File: config.mk
export PLATFORM = sky130hd
export DESIGN_NAME = alu_operand_stage_flat
export DESIGN_NICKNAME = d
export VERILOG_FILES = /design/src/rtl/alu_pkg.sv /design/src/rtl/alu_operand_stage_if.sv /design/src/rtl/operand_fwd_sel.sv /design/src/rtl/alu_operand_stage.sv /design/src/flat_wrapper.sv
export SDC_FILE = /design/constraint.sdc
export NUM_CORES = 1
export LEC_CHECK = 0
export CAP_MARGIN = 40
export CORE_ASPECT_RATIO = 0.8
export CORE_MARGIN = 1.5
export CORE_UTILIZATION = 35
export CTS_CLUSTER_DIAMETER = 150
export CTS_CLUSTER_SIZE = 25
export DETAILED_ROUTE_END_ITERATION = 12
export PLACE_DENSITY = 0.82
export RECOVER_POWER = 100
export SLEW_MARGIN = 20
export SYNTH_ARGS = -nofsm -noshare
export SYNTH_HDL_FRONTEND = slang
export SYNTH_SLANG_ARGS = --single-unit
File: constraint.sdc
create_clock -name clk -period 3.3 [get_ports clk]
set_input_delay 0.66 -clock clk [delete_from_list [all_inputs] [get_ports clk]]
set_output_delay 0.66 -clock clk [all_outputs]
set_load 0.02 [all_outputs]
File: src/rtl/alu_pkg.sv
// rtl/alu_pkg.sv - shared widths, ALU operation codes and carried control bundle
package alu_pkg;

    localparam int DATA_W = 32;
    localparam int REG_AW = 5;

    localparam logic [2:0] ALU_ADDU = 3'b000;
    localparam logic [2:0] ALU_ADD  = 3'b001;
    localparam logic [2:0] ALU_OR   = 3'b010;
    localparam logic [2:0] ALU_SUBU = 3'b100;
    localparam logic [2:0] ALU_SUB  = 3'b101;
    localparam logic [2:0] ALU_SLTU = 3'b110;
    localparam logic [2:0] ALU_SLT  = 3'b111;

    typedef struct packed {
        logic [REG_AW-1:0] rd;
        logic              reg_write;
        logic              mem_read;
    } ctl_t;

endpackage

File: src/rtl/alu_operand_stage_if.sv
// rtl/alu_operand_stage_if.sv - decode-side instruction handshake into the operand stage
interface alu_operand_stage_if;
    import alu_pkg::*;

    logic              in_valid;
    logic              in_ready;
    logic [REG_AW-1:0] in_rs;
    logic [REG_AW-1:0] in_rt;
    logic [REG_AW-1:0] in_rd;
    logic [DATA_W-1:0] in_rs_data;
    logic [DATA_W-1:0] in_rt_data;
    logic [DATA_W-1:0] in_imm;
    logic              in_use_imm;
    logic [2:0]        in_aluctr;
    logic              in_reg_write;
    logic              in_mem_read;

    modport master (
        output in_valid, in_rs, in_rt, in_rd, in_rs_data, in_rt_data,
               in_imm, in_use_imm, in_aluctr, in_reg_write, in_mem_read,
        input  in_ready
    );

    modport slave (
        input  in_valid, in_rs, in_rt, in_rd, in_rs_data, in_rt_data,
               in_imm, in_use_imm, in_aluctr, in_reg_write, in_mem_read,
        output in_ready
    );

endinterface

File: src/rtl/operand_fwd_sel.sv
// rtl/operand_fwd_sel.sv - EX/MEM hit detection and forwarding mux for one source register
module operand_fwd_sel
    import alu_pkg::*;
#(
    parameter bit FWD_EN = 1'b1
) (
    input  logic [REG_AW-1:0] src,
    input  logic [DATA_W-1:0] rf_data,
    input  logic              ex_wr,
    input  logic [REG_AW-1:0] ex_rd,
    input  logic [DATA_W-1:0] ex_result,
    input  logic              mem_reg_write,
    input  logic [REG_AW-1:0] mem_rd,
    input  logic [DATA_W-1:0] mem_wdata,
    output logic              ex_hit,
    output logic              mem_hit,
    output logic [DATA_W-1:0] fwd_data
);

    logic src_nz;

    // r0 is hardwired zero, so a producer targeting it never matches
    assign src_nz  = (src != '0);
    assign ex_hit  = ex_wr && (ex_rd == src) && src_nz;
    assign mem_hit = mem_reg_write && (mem_rd == src) && src_nz;

    assign fwd_data = (FWD_EN && ex_hit)  ? ex_result :
                      (FWD_EN && mem_hit) ? mem_wdata :
                                            rf_data;

endmodule

File: src/rtl/alu_operand_stage.sv
// rtl/alu_operand_stage.sv - ID/EX operand stage with forwarding and load-use stall (ALU_OPERAND_FWD_EN)
module alu_operand_stage
    import alu_pkg::*;
(
    input  logic                    clk,
    input  logic                    rst_n,
    alu_operand_stage_if.slave      dec,
    input  logic [DATA_W-1:0]       ex_result,
    input  logic [REG_AW-1:0]       mem_rd,
    input  logic                    mem_reg_write,
    input  logic [DATA_W-1:0]       mem_wdata,
    input  logic                    flush,
    output logic                    out_valid,
    input  logic                    out_ready,
    output logic [DATA_W-1:0]       X,
    output logic [DATA_W-1:0]       Y,
    output logic [2:0]              ALUctr,
    output logic [REG_AW-1:0]       out_rd,
    output logic                    out_reg_write,
    output logic                    out_mem_read
);

`ifdef ALU_OPERAND_FWD_EN
    localparam bit FWD_EN = 1'b1;
`else
    localparam bit FWD_EN = 1'b0;
`endif

    ctl_t              ctl_q;
    ctl_t              ctl_d;
    logic              ex_wr;
    logic              rt_used;
    logic              advance;
    logic              accept;
    logic              hazard;
    logic              rs_ex_hit, rs_mem_hit, rt_ex_hit, rt_mem_hit;
    logic [DATA_W-1:0] rs_fwd, rt_fwd;

    assign ex_wr   = out_valid && out_reg_write;
    assign rt_used = !dec.in_use_imm;

    operand_fwd_sel #(.FWD_EN(FWD_EN)) u_rs_sel (
        .src           (dec.in_rs),
        .rf_data       (dec.in_rs_data),
        .ex_wr         (ex_wr),
        .ex_rd         (out_rd),
        .ex_result     (ex_result),
        .mem_reg_write (mem_reg_write),
        .mem_rd        (mem_rd),
        .mem_wdata     (mem_wdata),
        .ex_hit        (rs_ex_hit),
        .mem_hit       (rs_mem_hit),
        .fwd_data      (rs_fwd)
    );

    operand_fwd_sel #(.FWD_EN(FWD_EN)) u_rt_sel (
        .src           (dec.in_rt),
        .rf_data       (dec.in_rt_data),
        .ex_wr         (ex_wr),
        .ex_rd         (out_rd),
        .ex_result     (ex_result),
        .mem_reg_write (mem_reg_write),
        .mem_rd        (mem_rd),
        .mem_wdata     (mem_wdata),
        .ex_hit        (rt_ex_hit),
        .mem_hit       (rt_mem_hit),
        .fwd_data      (rt_fwd)
    );

    // With forwarding only a load in EX is unresolvable; without it any in-flight producer stalls
    assign hazard = FWD_EN ? (out_mem_read && (rs_ex_hit || (rt_used && rt_ex_hit)))
                           : (rs_ex_hit || rs_mem_hit || (rt_used && (rt_ex_hit || rt_mem_hit)));

    assign advance      = !out_valid || out_ready;
    assign dec.in_ready = advance && !hazard;
    assign accept       = dec.in_valid && dec.in_ready;

    assign ctl_d.rd        = dec.in_rd;
    assign ctl_d.reg_write = dec.in_reg_write;
    assign ctl_d.mem_read  = dec.in_mem_read;

    assign out_rd        = ctl_q.rd;
    assign out_reg_write = ctl_q.reg_write;
    assign out_mem_read  = ctl_q.mem_read;

    always_ff @(posedge clk) begin
        if (!rst_n) begin
            out_valid <= 1'b0;
            X         <= '0;
            Y         <= '0;
            ALUctr    <= 3'b000;
            ctl_q     <= '0;
        end else if (flush) begin
            // an instruction accepted alongside flush is consumed and dropped
            out_valid <= 1'b0;
        end else if (advance) begin
            out_valid <= accept;
            if (accept) begin
                X      <= rs_fwd;
                Y      <= dec.in_use_imm ? dec.in_imm : rt_fwd;
                ALUctr <= dec.in_aluctr;
                ctl_q  <= ctl_d;
            end
        end
    end

endmodule

File: src/flat_wrapper.sv
// flat-port wrapper written by rule: the top's interface ports become plain ports
module alu_operand_stage_flat import alu_pkg::*;
  (clk, rst_n, ex_result, mem_rd, mem_reg_write, mem_wdata, flush, out_valid, out_ready, X, Y, ALUctr, out_rd, out_reg_write, out_mem_read, dec_in_valid, dec_in_rs, dec_in_rt, dec_in_rd, dec_in_rs_data, dec_in_rt_data, dec_in_imm, dec_in_use_imm, dec_in_aluctr, dec_in_reg_write, dec_in_mem_read, dec_in_ready);
  alu_operand_stage_if dec_i ();
  input  logic clk;
  input  logic rst_n;
  input  logic [DATA_W-1:0] ex_result;
  input  logic [REG_AW-1:0] mem_rd;
  input  logic mem_reg_write;
  input  logic [DATA_W-1:0] mem_wdata;
  input  logic flush;
  output logic out_valid;
  input  logic out_ready;
  output logic [DATA_W-1:0] X;
  output logic [DATA_W-1:0] Y;
  output logic [2:0] ALUctr;
  output logic [REG_AW-1:0] out_rd;
  output logic out_reg_write;
  output logic out_mem_read;
  input wire logic [$bits(dec_i.in_valid)-1:0] dec_in_valid;
  input wire logic [$bits(dec_i.in_rs)-1:0] dec_in_rs;
  input wire logic [$bits(dec_i.in_rt)-1:0] dec_in_rt;
  input wire logic [$bits(dec_i.in_rd)-1:0] dec_in_rd;
  input wire logic [$bits(dec_i.in_rs_data)-1:0] dec_in_rs_data;
  input wire logic [$bits(dec_i.in_rt_data)-1:0] dec_in_rt_data;
  input wire logic [$bits(dec_i.in_imm)-1:0] dec_in_imm;
  input wire logic [$bits(dec_i.in_use_imm)-1:0] dec_in_use_imm;
  input wire logic [$bits(dec_i.in_aluctr)-1:0] dec_in_aluctr;
  input wire logic [$bits(dec_i.in_reg_write)-1:0] dec_in_reg_write;
  input wire logic [$bits(dec_i.in_mem_read)-1:0] dec_in_mem_read;
  output wire logic [$bits(dec_i.in_ready)-1:0] dec_in_ready;
  assign dec_i.in_valid = dec_in_valid;
  assign dec_i.in_rs = dec_in_rs;
  assign dec_i.in_rt = dec_in_rt;
  assign dec_i.in_rd = dec_in_rd;
  assign dec_i.in_rs_data = dec_in_rs_data;
  assign dec_i.in_rt_data = dec_in_rt_data;
  assign dec_i.in_imm = dec_in_imm;
  assign dec_i.in_use_imm = dec_in_use_imm;
  assign dec_i.in_aluctr = dec_in_aluctr;
  assign dec_i.in_reg_write = dec_in_reg_write;
  assign dec_i.in_mem_read = dec_in_mem_read;
  assign dec_in_ready = dec_i.in_ready;
  alu_operand_stage u_core (.clk(clk), .rst_n(rst_n), .dec(dec_i), .ex_result(ex_result), .mem_rd(mem_rd), .mem_reg_write(mem_reg_write), .mem_wdata(mem_wdata), .flush(flush), .out_valid(out_valid), .out_ready(out_ready), .X(X), .Y(Y), .ALUctr(ALUctr), .out_rd(out_rd), .out_reg_write(out_reg_write), .out_mem_read(out_mem_read));
endmodule
==> run metrics, run 1 <==
Tot Pwr 0.00261 W; Syn-to-layout area delta 68.5%; gr usage total 0.201; clk buf depth 2; 1st-iter DRT viols 137; Max rail drop VDD ~0.26 mV; number of nets with antenna violations after routing 0; largest net degree at the start of global routing 86; ys flop type dfxtp_1; Worst path slowest cell or4_1; non-filler instance count after layout around 700; die area roughly 11,000 sq um; root cell of the clock tree clkbuf_16; Synth Instances 378; IO Pins 268; CP max stage delay 530 ps; Setup-failing EPs final 0; Worst-Margin Slew 543 ps; Crit Path Max Fanout 2; CP Data Required Time approximately 2600 ps; crit-path cells clkdlybuf4s50_1, or4_1, nor2_1, nand4b_1, o311a_1, and2_1, dlygate4sd2_1; final RePlAce weighted congestion 0.838; CTS sink count 75; crit start category input port; sequential area share after synthesis 0.418; leak pwr between 2 and 3 nW; share of layout cells above drive strength 1 0.0619; post-layout net count between 700 and 800; Inst Count DP 702; Fin Clk Skew 4.93 ps; period utilization 0.963; worst path arrival time 2520 ps; die height 93.6 microns; via count 3,464; crit end category output port; worst rel slew slack 0.638; H-tree levels 3; Worst-Skew Late Latency 330 ps; port buffer count slightly above 200; Distinct cells, synth 27; grt ovf 0; Post-Syn Area 3590 sq um; hold_buf cts 0; Post-Synth Simple-Gate Area 0.165; Setup TNS 0 ps; mux share of post-synthesis cell area 0.206; #FFs+latches synth 75; post-synthesis compound-gate area fraction 0.104; Synth Area per Inst 9.51 sq um; post-CTS setup repair buffer count 0; initial antenna violation count 0; clk slew on worst S/H paths ~60 ps; RSZ-0062 raised after global routing false; post-synthesis xor/xnor area fraction 0.0414; cell area power density 431 nW/um^2; first-pass GRT wire length 16.9 mm; Final min period 3180 ps; site row count 32; main combinational cell family by area after synthesis multiplexers; Post-Synth Adder-Cell Area 0; Post-synth EDFFs 0; 1st-pass router iterations 4; DRC violations left 0; Placeable Area 9810 sq um; total routed wirelength 10.7 mm; Die W 116 microns; initial cell density of the core 0.366; max_cap viols 0; Post-DP HPWL 7.93 mm; Final Hold Viols 0; vias in the first global route 3,492; Diodes inserted 0; WL/cell about 15 microns; outcome finished clean; TritonCTS clock tree built; Synth warnings 0; worst min path class reg2reg; fin. max-slew vios 0; fmax 315 MHz; drt via density 4.82; type of the worst setup path in2out; async set or reset register ratio after synthesis 0; Mapped Nets 570; total CTS buffers 9
metal layers:
metal,global-route usage,vias to the layer above,share of wire
met5,0,-,0
met1,0.219,1600,0.40
met4,0.0783,0,0.020
met2,0.351,133,0.49
li1,-,1715,-
met3,0.0765,16,0.091
worst max-delay path, delay by kind of cell:
family                 cells  cell delay, ps
buffers and inverters      2             770
AND/OR/NAND/NOR            4             910
AO/OA/AOI/OAI              1             180
repair_timing:
| action | in CTS | in global routing |
|---|---|---|
| resized for setup | 1 | 0 |
| endpoints found under the hold margin | 0 | 0 |
| endpoints found under the setup margin | 1 | 0 |
sequential cells by signal (all words and copies together) (netlist names):
register	cells
u_core.out_rd	5
u_core.X	32
u_core.out_reg_write	1
u_core.out_valid	1
u_core.Y	32
u_core.out_mem_read	1
u_core.ALUctr	3
synthesized netlist by cell type (all sizes together) (4+ instances only):
| library cell | n | area (sq um) |
|---|---|---|
| dfxtp | 75 | 1500 |
| o211a | 32 | 320 |
| nand2 | 88 | 330 |
| clkbuf | 22 | 82.6 |
| buf | 10 | 140 |
| xnor2 | 14 | 123 |
| mux2i | 74 | 741 |
| inv | 4 | 15.0 |
| nand3 | 33 | 165 |
cell usage in the layout, fill, tap and decap left out, types with 2 or more instances in the layout:
cell type,count
a21oi_1,2
dlygate4sd3_1,75
inv_1,4
clkdlybuf4s50_1,125
nand2b_1,3
dfxtp_1,75
nand3_1,33
xor2_1,3
nor2b_1,2
xnor2_1,14
clkinvlp_4,2
clkbuf_16,9
bufinv_16,2
nand4_1,3
o211a_1,32
nor2_1,3
buf_4,15
nand2_1,88
mux2i_1,74
cell families after synthesis:
logic type	after synthesis
AND/OR/NAND/NOR	137
AO/OA/AOI/OAI	39
buffers and inverters	36
flip-flops	75
XOR/XNOR	17
multiplexers	74
where the power goes:
group	internal, W	total (W)	switching (W)
clock	0.000682	0.00107	0.000385
sequential	0.000963	0.000993	0.0000297
combinational	0.000309	0.000553	0.000244
total	0.00195	0.00261	0.000659
stage by stage:
step           hold WS (ps)  utilization  area [sq um]  setup WS (ps)
2_1_floorplan           533            -          3590            560
3_3_place_gp            442        0.583          5720           -172
3_5_place_dp            447        0.585          5740           -181
4_1_cts                 458        0.619          6070           93.6
5_1_grt                 476        0.618          6060           22.2
6_report                449        0.618          6060            121
path summary, 6_finish.rpt:
path | start | endpoint | slack (ps) | depth (start not counted)
hold reg to reg | u_core.X[7]$_SDFFE_PN0P_ | u_core.X[7]$_SDFFE_PN0P_ | 450 | 2
setup / recovery | dec_in_rs[1] | dec_in_ready | 120 | 7
setup reg to reg | u_core.out_rd[1]$_SDFFE_PN0P_ | u_core.X[25]$_SDFFE_PN0P_ | 920 | 8
hold / removal | u_core.X[7]$_SDFFE_PN0P_ | u_core.X[7]$_SDFFE_PN0P_ | 450 | 2
layout make-up:
cell class,instances,area [sq um]
inverter,4,15.0
tap,136,170
sequential,75,1500
fill,824,3750
multi-input combinational,267,1860
timing repair buffer,220,2190
clock inverter,6,88.8
clock buffer,10,239
No activity file was read; power rests on OpenSTA's default activity.
==> run 2, diff against run 1 <==
--- a/config.mk
+++ b/config.mk
@@ -18,3 +18,4 @@
 export SYNTH_ARGS = -nofsm -noshare
 export SYNTH_HDL_FRONTEND = slang
 export SYNTH_SLANG_ARGS = --single-unit
+export TNS_END_PERCENT = 50
==> results of run 2 <==
No change in the layout: final DEF, timing and power equal those of run 1.
==> run 3, diff against run 2 <==
--- a/config.mk
+++ b/config.mk
@@ -12,6 +12,7 @@
 export CTS_CLUSTER_DIAMETER = 150
 export CTS_CLUSTER_SIZE = 25
 export DETAILED_ROUTE_END_ITERATION = 12
+export GPL_ROUTABILITY_DRIVEN = 1
 export PLACE_DENSITY = 0.82
 export RECOVER_POWER = 100
 export SLEW_MARGIN = 20
==> results of run 3 <==
No change in the layout: final DEF, timing and power equal those of run 1.
